<file path="src/rtl/if_id_pipe_reg.sv">
// rtl/if_id_pipe_reg.sv - multi-lane IF->ID pipeline register with one-entry skid buffer and perf counters
module if_id_pipe_reg #(
  parameter int                 LANES        = 1,
  parameter int                 PC_W         = 32,
  parameter int                 INSTR_W      = 32,
  parameter logic [INSTR_W-1:0] BUBBLE_INSTR = '0,
  parameter int                 CNT_W        = 16
) (
  input  logic                     clk,
  input  logic                     rst_n,
  input  logic                     cpu_en,
  input  logic                     id_shouldStall,
  input  logic                     id_shouldJumpOrBranch,
  input  logic                     ex_shouldJumpOrBranch,
  input  logic [LANES-1:0]         if_valid,
  input  logic [LANES*PC_W-1:0]    if_pc_4,
  input  logic [LANES*INSTR_W-1:0] if_instruction,
  output logic                     if_ready,
  output logic [LANES-1:0]         id_valid,
  output logic [LANES*PC_W-1:0]    id_pc_4,
  output logic [LANES*INSTR_W-1:0] id_instruction,
  output logic [CNT_W-1:0]         stall_cycles,
  output logic [CNT_W-1:0]         flush_count
);

  logic                     skid_full;
  logic [LANES-1:0]         skid_valid;
  logic [LANES*PC_W-1:0]    skid_pc_4;
  logic [LANES*INSTR_W-1:0] skid_instruction;

  logic                     flush;
  logic                     stall;
  logic                     accept;
  logic [LANES*INSTR_W-1:0] in_instr_masked;
  logic [LANES*INSTR_W-1:0] skid_instr_masked;

  assign flush    = id_shouldJumpOrBranch | ex_shouldJumpOrBranch;
  assign stall    = id_shouldStall;
  assign if_ready = cpu_en & ~skid_full;
  assign accept   = (|if_valid) & if_ready;

  // Invalid lanes carry the bubble encoding into ID; the skid keeps raw data and masks on the way out.
  always_comb begin
    in_instr_masked   = '0;
    skid_instr_masked = '0;
    for (int i = 0; i < LANES; i++) begin
      in_instr_masked[i*INSTR_W +: INSTR_W]   = if_valid[i]   ? if_instruction[i*INSTR_W +: INSTR_W]   : BUBBLE_INSTR;
      skid_instr_masked[i*INSTR_W +: INSTR_W] = skid_valid[i] ? skid_instruction[i*INSTR_W +: INSTR_W] : BUBBLE_INSTR;
    end
  end

  always_ff @(posedge clk or negedge rst_n) begin
    if (!rst_n) begin
      id_valid         <= '0;
      id_pc_4          <= '0;
      id_instruction   <= {LANES{BUBBLE_INSTR}};
      skid_full        <= 1'b0;
      skid_valid       <= '0;
      skid_pc_4        <= '0;
      skid_instruction <= '0;
      stall_cycles     <= '0;
      flush_count      <= '0;
    end else if (cpu_en) begin
      if (flush) begin
        // Wrong-path work in ID, skid and on the IF bus is all dropped; PC+4 is left as-is.
        id_valid       <= '0;
        id_instruction <= {LANES{BUBBLE_INSTR}};
        skid_full      <= 1'b0;
        if (flush_count != {CNT_W{1'b1}})
          flush_count <= flush_count + CNT_W'(1);
      end else if (stall) begin
        if (accept) begin
          skid_full        <= 1'b1;
          skid_valid       <= if_valid;
          skid_pc_4        <= if_pc_4;
          skid_instruction <= if_instruction;
        end
        if (stall_cycles != {CNT_W{1'b1}})
          stall_cycles <= stall_cycles + CNT_W'(1);
      end else if (skid_full) begin
        id_valid       <= skid_valid;
        id_pc_4        <= skid_pc_4;
        id_instruction <= skid_instr_masked;
        skid_full      <= 1'b0;
      end else begin
        id_valid       <= if_valid;
        id_pc_4        <= if_pc_4;
        id_instruction <= in_instr_masked;
      end
    end
  end

endmodule
</file>
<file path="config.mk">
export PLATFORM = sky130hd
export DESIGN_NAME = if_id_pipe_reg
export DESIGN_NICKNAME = d
export VERILOG_FILES = /design/src/rtl/if_id_pipe_reg.sv
export SDC_FILE = /design/constraint.sdc
export NUM_CORES = 1
export LEC_CHECK = 0
export CAP_MARGIN = 40
export CORE_MARGIN = 5
export CORE_UTILIZATION = 42
export CTS_CLUSTER_DIAMETER = 120
export CTS_CLUSTER_SIZE = 30
export DETAILED_ROUTE_END_ITERATION = 10
export PLACE_DENSITY = 0.79
export SYNTH_ARGS = -nofsm -noshare
export SYNTH_HDL_FRONTEND = slang
export SYNTH_SLANG_ARGS = --single-unit
export TNS_END_PERCENT = 10
</file>
<file path="constraint.sdc">
create_clock -name clk -period 2.2 [get_ports clk]
set_input_delay 0.33 -clock clk [delete_from_list [all_inputs] [get_ports clk]]
set_output_delay 0.33 -clock clk [all_outputs]
set_load 0.02 [all_outputs]
</file>
After elaboration in Yosys (flattened, before gate mapping) --
Index checks and enable logic that the tools add are counted.
Storage, ports and cells: flip-flop bits (word level) 163, latch bits 0, bits in writable memories 0, bits in read-only memories 0, output and inout port bits 98, word-level logic and storage cells 39, memories kept 0
Cells by class: add/sub/neg operators 2, multipliers 0, divide/modulo/power cells 0, $lt $le $gt $ge 0, eq/ne operators 4, shift-type cells 0, mux-type cells 12, bitwise operators 6, reduce and logical (&&, ||, !) cells 6
Operator list (number):
- $mux W32 | 6
- $add A16 B1 Y16 const B | 2
- $ne A16 B16 Y1 const B | 2
- $reduce_and A4 Y1 | 2
- $mux W1 | 6
- $reduce_and A3 Y1 | 2
- $reduce_and A2 Y1 | 2
- $ne A3 B1 Y1 const B | 1
- $not A1 Y1 | 3
- $and A1 B1 Y1 | 2
- $ne A2 B1 Y1 const B | 1
- $or A1 B1 Y1 | 1

Longest topological paths before layout --
Gate-level depths: netlist (run 1).
depth in word-level cells 6, gate-level depth with buffers 7

Worst setup path after synthesis (run 1) --
Ideal clock, no wire load.
kind reg2reg, start point register flush_count[0], end point register flush_count[12], arrival time 1.732 ns, data required time 2.075 ns, slack 0.343 ns, stages on the path, launching flop included 7, clock period less this slack 1.857 ns, path through dfrtp_1 -> ha_1 -> nand3_1 -> or2_1 -> clkbuf_1 -> nor3_1 -> mux2_2
Between the ends: cells in the longest elaborated chain, start to end 2, elaborated cells on any way between the ends 3, those cells by class 1 x add/sub; 1 x eq/ne; 1 x reduce/logical
Ends and longest elaborated chain:
- from (decl) | RTL line 23 | output logic [CNT_W-1:0] flush_count
- from (signal assigned) | RTL line 70 | flush_count <= flush_count + CNT_W'(1);
- branches (longest 2 deep; another with $add A16 B1 Y16)
Parallel ways; which one is timed is not known. A chain may end at the register's enable or synchronous reset.

Worst setup path in the final report (run 1) --
start point register skid_full, end point output port if_ready
Between the ends: cells in the longest elaborated chain, start to end 2
Ends and longest elaborated chain:
- from (decl) | RTL line 26 | logic skid_full;
- from (signal assigned) | RTL line 57 | skid_full <= 1'b0;
- from (signal assigned) | RTL line 68 | skid_full <= 1'b0;
- from (signal assigned) | RTL line 73 | skid_full <= 1'b1;
- $not A1 Y1 | RTL line 39 | assign if_ready = cpu_en & ~skid_full;
- $and A1 B1 Y1 | RTL line 39
- to (decl) | RTL line 18 | output logic if_ready,
Every way passes these cells.

==> results.py, run 1 <==
metrics = {
    "critical_path": {
        "arrival_ps": 1630,
        "cp_max_fo": 4,
        "path_class": "flip-flop to output port",
        "end_kind": "output port",
        "slowest_delay_ps": 630,
        "cp-start-kind": "flip-flop",
        "crit_family": "buffers and inverters",
        "critical_path.slowest_cell": "clkdlybuf4s50_1",
        "crit_required_ps": 1870,
        "cp_num_buf_inv": 1,
        "crit_chain": "nor2b_1 > clkdlybuf4s50_1",
    },
    "placement": {
        "place_area_um2": 8920,
        "port-buffer-count": 168,
        "gp_congestion": 0.854,
        "detailedPlace.worstSlack_ps": -20.0,
        "place_hpwl_mm": 11.6,
    },
    "timing": {
        "fin_crit_sh": 0.893,
        "fmax_ghz": 0.509,
        "slew_headroom": 0.603,
        "fin_worst_skew_ps": 6.24,
        "setup_viol_count_final": 0,
        "rsz0062_at_grt": "false",
        "slew_violations": 0,
        "worst_slack_ps": 236,
        "worst_pin_slew_ps": 596,
        "layout_min_cycle_time_ps": 1960,
        "hold_viol_final": 0,
        "whs_ps": 344,
    },
    "yosys": {
        "synth_compound_area_frac": 0.105,
        "synth-seq-cells": 163,
        "netlist_top_cells_area": "dfrtp_1 (59%), mux2_2 (11%), mux2i_1 (4.6%), o2bb2ai_1 (4.2%), a22oi_1 (3.5%)",
        "yosysTopAreaCellShare": 0.589,
        "ys_types": 38,
        "ys_warn_count": 0,
        "synth_xor_area_frac": 0.0342,
        "synthAdderAreaFrac": 0.00362,
        "synthCells": 541,
        "synthSimpleGateAreaFrac": 0.0908,
        "syn_avg_cell_area_um2": 12.8,
        "synth_top_family_by_area": "multiplexers",
        "synthesis.nets": 614,
        "synthMuxAreaShare": 0.155,
        "ys_seq_area_frac": 0.589,
        "yosysTopAreaCell": "dfrtp_1",
        "syn_area_um2": 6920,
    },
    "flow_run": {
        "max_cap_viol_count": 0,
    },
    "clock_tree": {
        "cts.sinks": 163,
        "clk_path_buf_depth": 2,
        "path_clk_slew_ps": 70,
        "postCtsSetupBuffers": 0,
        "cts-root-buf": "clkbuf_16",
        "cts_made_buffers": 17,
        "cts_max_level": 4,
        "clock_latency_ps": 420,
        "cts_tree": "yes",
    },
    "routing": {
        "dr.pass1.iters": 4,
        "wl_per_cell_um": 17.9,
        "vias_per_cell": 5.37,
        "final_antenna_net_count": 0,
        "drtIter0Drc": 237,
        "drcViolationCount": 0,
        "vias": 5038,
        "wl_mm": 16.8,
    },
    "floorplanning": {
        "die_y_um": 138,
        "rows": 47,
        "dieWidth_um": 138,
        "ioPinCount": 169,
        "initial_core_util": 0.423,
        "core_area_um2": 16300,
        "die-area_um2": 19100,
    },
    "pwr": {
        "swShare": 0.296,
        "ir_drop_uv": 636,
        "p_leak_nw": 4.06,
        "p_seq_frac": 0.452,
        "p_per_area_nw_per_um2": 923,
        "p_sw_mw": 2.60,
        "clkPwrFrac": 0.324,
        "p_int_mw": 6.18,
        "p_comb_frac": 0.223,
    },
    "global_routing": {
        "grt_overflow": 0,
        "grt_pass1_wl_mm": 27.8,
        "antenna_found_initial": 0,
        "met1_usage": 0.223,
        "grt_use_total": 0.178,
        "grt.met3_usage": 0.0521,
        "busiest_layer": "met2",
        "grtUsageMet2": 0.299,
        "grt_pass1_vias": 5236,
        "grt_max_degree": 65,
    },
    "finish": {
        "drive_gt1_frac": 0.172,
        "num-nets-final": 779,
        "register_area_um2": 4080,
        "n_fill_cell": 1319,
        "multi_input_area_um2": 2700,
        "area_delta_synth_final_pct": 37.4,
        "num_antenna_cells": 0,
        "final_area_um2": 9510,
    },
    "status": {
        "status": "completed",
    },
    "hold_path": {
        "hold_path_class": "input pin to flip-flop",
    },
}
[final timing paths]
kind / from / endpoint / slack, ps / cells past startpoint
min reg2reg: skid_valid / skid_valid / 470 / 1
max reg2reg: stall_cycles[0] / stall_cycles[1] / 330 / 5
max in group asynchronous: rst_n / skid_full / 1100 / 3
min in group asynchronous: rst_n / skid_instruction[18] / 430 / 2
min: cpu_en / skid_full / 340 / 2
max: skid_full / if_ready / 240 / 2
[through the flow]
| stage | total power, mW | setup TNS [ps] | utilization | instances |
|---|---|---|---|---|
| after floorplan | 4.96 | 0 | - | 541 |
| after global placement | 5.87 | -41.5 | 0.544 | 905 |
| after detailed placement | 5.99 | -20.0 | 0.546 | 906 |
| after CTS | 8.88 | 0 | 0.582 | 939 |
| after global routing | 9.20 | 0 | 0.582 | 939 |
| final | 8.78 | 0 | 0.582 | 939 |
[cells by family after synthesis]
family / count (synthesis)
XOR/XNOR: 27
AND/OR/NAND/NOR: 111
AO/OA/AOI/OAI: 104
adder cells (fa/ha/maj): 2
flip-flops: 163
multiplexers: 99
buffers and inverters: 35
[power groups by stage]
stage / Clock, mW / Sequential, mW / Combinational [mW]
detailed placement: 0 / 4.01 / 1.98
global placement: 0 / 3.97 / 1.90
floorplan: 0 / 4.23 / 0.735
CTS: 2.92 / 3.97 / 1.99
global route: 3.04 / 4.05 / 2.12
finish: 2.85 / 3.97 / 1.96
[routing by layer]
metal | routed length [µm] | share of wire | vias to the layer above
met4 | 257 | 0.015 | 0
li1 | - | - | 2315
met5 | 0 | 0 | -
met1 | 7240 | 0.43 | 2565
met2 | 8460 | 0.50 | 139
met3 | 861 | 0.051 | 19
[flip-flops by register name, indices dropped and copies added, names as in the netlist]
name / count
skid_valid: 1
id_pc_4: 32
id_instruction: 32
flush_count: 16
skid_full: 1
skid_pc_4: 32
id_valid: 1
skid_instruction: 32
stall_cycles: 16
[layout make-up]
cell class | instances | share of cell area
repair buffers | 180 | 0.197
clock buffers | 17 | 0.0447
flip-flops and latches | 163 | 0.429
well taps | 220 | 0.0289
multi-input cells | 343 | 0.284
inverters | 1 | 0.000395
clock inverters | 15 | 0.0157
[Yosys cell counts, drive strengths merged]
master,n
dfrtp,163
mux2,67
nor2,40
a21oi,34
o2bb2ai,33
a22oi,32
mux2i,32
xor2,26
clkbuf,19
buf,15
nor3,14
nand2,11
nand3,9
nand4,9
nor4,7
o21ai,5
nor3b,4
nor4b,4
and4,3
ha,2
nand2b,2
nor2b,2
and2,1
and3,1
and4bb,1
inv,1
nand3b,1
or2,1
or3,1
xnor2,1
[layout by cell type, fill, tap and decap left out, drive strengths merged, types with 2 or more instances in the layout]
master and n:
nand4 9, nor2 40, nor3b 4, nor4 7, nand2 11, clkdlybuf4s50 166
nor2b 2, buf 12, nand2b 2, o21ai 5, a21oi 34, o2bb2ai 33
nor4b 4, clkinv 7, dfrtp 163, a22oi 32, xor2 26, clkbuf 17
inv 7, and4 3, mux2i 32, mux2 67, ha 2, nor3 14
nand3 9
[repair_timing]
action                                  CTS  global route
hold buffers                              1             0
gates resized for setup                   0             1
endpoints found under the setup margin    0             1
hold endpoints to repair                 48             0
Power figures use the tool's default switching activity.
==> run 2, diff against run 1 <==
Settings changed: CAP_MARGIN 40 to unset, SLEW_MARGIN set to 20.
==> run 2 against run 1 <==
Critical endpoint unchanged. Maximum frequency increased by 1.3%. Non-clock buffer count decreased by 1. Combinational power barely moved. Critical path type unchanged. Worst hold slack got worse by 6.7 ps. Global-route usage about the same. Final cell count down 0.11%. Wire length hardly changed.
==> results.py, run 2 (synthesis gave the netlist of run 1 again) <==
metrics = {
    "critical_path": {
        "critical_path.slowest_cell": "clkdlybuf4s50_1",
        "crit_chain": "nor2b_1 > clkdlybuf4s50_1",
        "ff2ff_path_depth": 5,
        "slowest_delay_ps": 620,
        "crit_required_ps": 1870,
        "arrival_ps": 1610,
        "end_kind": "output port",
        "cp_max_fo": 4,
        "path_class": "flip-flop to output port",
        "cp-start-kind": "flip-flop",
    },
    "floorplanning": {
        "dieWidth_um": 138,
        "ioPinCount": 169,
        "rows": 47,
        "die-area_um2": 19100,
        "die_y_um": 138,
        "initial_core_util": 0.423,
        "core_area_um2": 16300,
    },
    "routing": {
        "wl_met3_um": 876,
        "wl_met2_mm": 8.54,
        "wl_mm": 16.8,
        "vias_per_cell": 5.36,
        "drcViolationCount": 0,
        "vias": 5029,
        "highest_layer": "met4",
        "final_antenna_net_count": 0,
        "wl_per_cell_um": 17.9,
        "drt-met1-wl_mm": 7.16,
        "dr.pass1.iters": 4,
        "drtIter0Drc": 209,
    },
    "timing": {
        "fin_crit_sh": 0.881,
        "fin_worst_skew_ps": 6.67,
        "slew_headroom": 0.546,
        "layout_min_cycle_time_ps": 1940,
        "worst_pin_slew_ps": 682,
        "hold_viol_final": 0,
        "fmax_ghz": 0.516,
        "setup_viol_count_final": 0,
        "slew_violations": 0,
        "rsz0062_at_grt": "false",
    },
    "clock_tree": {
        "cts_max_level": 4,
        "clk_path_buf_depth": 2,
        "cts_made_buffers": 17,
        "path_clk_slew_ps": 60,
        "cts_tree": "yes",
        "clock_latency_ps": 430,
        "postCtsSetupBuffers": 0,
        "cts-root-buf": "clkbuf_16",
        "cts.sinks": 163,
    },
    "pwr": {
        "p_comb_frac": 0.219,
        "clkPwrFrac": 0.334,
        "ir_drop_uv": 634,
        "swShare": 0.293,
        "p_seq_frac": 0.447,
        "p_int_mw": 6.29,
        "p_leak_nw": 4.06,
        "p_sw_mw": 2.61,
        "p_per_area_nw_per_um2": 936,
    },
    "global_routing": {
        "grt_max_degree": 65,
        "grt_pass1_vias": 5285,
        "antenna_found_initial": 0,
        "grt_pass1_wl_mm": 27.7,
        "grt_use_total": 0.178,
        "grt_overflow": 0,
    },
    "finish": {
        "drive_gt1_frac": 0.173,
        "fin_cells": 938,
        "num_antenna_cells": 0,
        "fin_util": 0.582,
        "num-nets-final": 778,
        "final_area_um2": 9510,
        "area_delta_synth_final_pct": 37.4,
        "layout_common_cells": "clkdlybuf4s50_1 (166), dfrtp_1 (162), mux2_2 (67)",
        "mostFrequentLayoutCell": "clkdlybuf4s50_1",
        "n_fill_cell": 1336,
    },
    "placement": {
        "place_area_um2": 8900,
        "place_hpwl_mm": 11.6,
        "port-buffer-count": 168,
        "dp.cells": 905,
        "gp_congestion": 0.854,
    },
    "hold_path": {
        "hold_path_class": "input pin to flip-flop",
        "min_path_cells": 2,
    },
    "flow_run": {
        "max_cap_viol_count": 0,
    },
    "status": {
        "status": "completed",
    },
}
-- run 2: per-layer routing --
layer,track usage,up-vias
met5,0,-
met4,0.0515,0
met3,0.0532,17
met2,0.302,140
met1,0.221,2557
li1,-,2315
-- run 2: what timing repair did --
action	in CTS	in global routing
endpoints found under the setup margin	0	1
endpoints found under the hold margin	48	0
hold buffers	1	0
gates resized for setup	0	1
-- run 2: power groups by stage --
stage	Combinational, mW	Clock [mW]	Sequential [mW]
final	1.95	2.98	3.98
after global routing	2.10	3.18	4.05
after CTS	1.98	3.05	3.97
after detailed placement	1.97	0	4.02
after global placement	1.90	0	3.97
after floorplan	0.735	0	4.23
-- run 2: path summary, 6_finish.rpt --
| check | from | end | slack, ps |
|---|---|---|---|
| max | skid_full | if_ready | 260 |
| min | cpu_en | skid_full | 340 |
| max reg2reg | stall_cycles[0] | stall_cycles[1] | 330 |
| min reg2reg | skid_valid | skid_valid | 470 |
| max in group asynchronous | rst_n | skid_full | 1100 |
| min in group asynchronous | rst_n | skid_instruction[18] | 420 |
-- run 2: cell type report --
cell class / instances / area (µm²) / share of cell area
Clock buffer: 17 / 425 / 0.0447
Clock inverter: 15 / 174 / 0.0183
Inverter: 1 / 3.75 / 0.000395
Multi-Input combinational cell: 343 / 2710 / 0.284
Sequential cell: 163 / 4080 / 0.429
Tap cell: 220 / 275 / 0.0289
Timing Repair Buffer: 179 / 1850 / 0.194
-- run 2: critical path: cells and delay by family (launching register included) --
kind	cells	cell delay [ps]
buffers and inverters	1	620
flip-flops	1	440
AND/OR/NAND/NOR	1	130
-- run 2: per-stage QoR --
stage	hold slack, ps	power [mW]	setup slack (ps)	TNS [ps]
2_1_floorplan	34.4	4.96	343	0
3_3_place_gp	314	5.87	-41.5	-41.5
3_5_place_dp	323	5.99	-8.99	-8.99
4_1_cts	436	9.00	43.9	0
5_1_grt	365	9.33	184	0
6_report	337	8.90	261	0
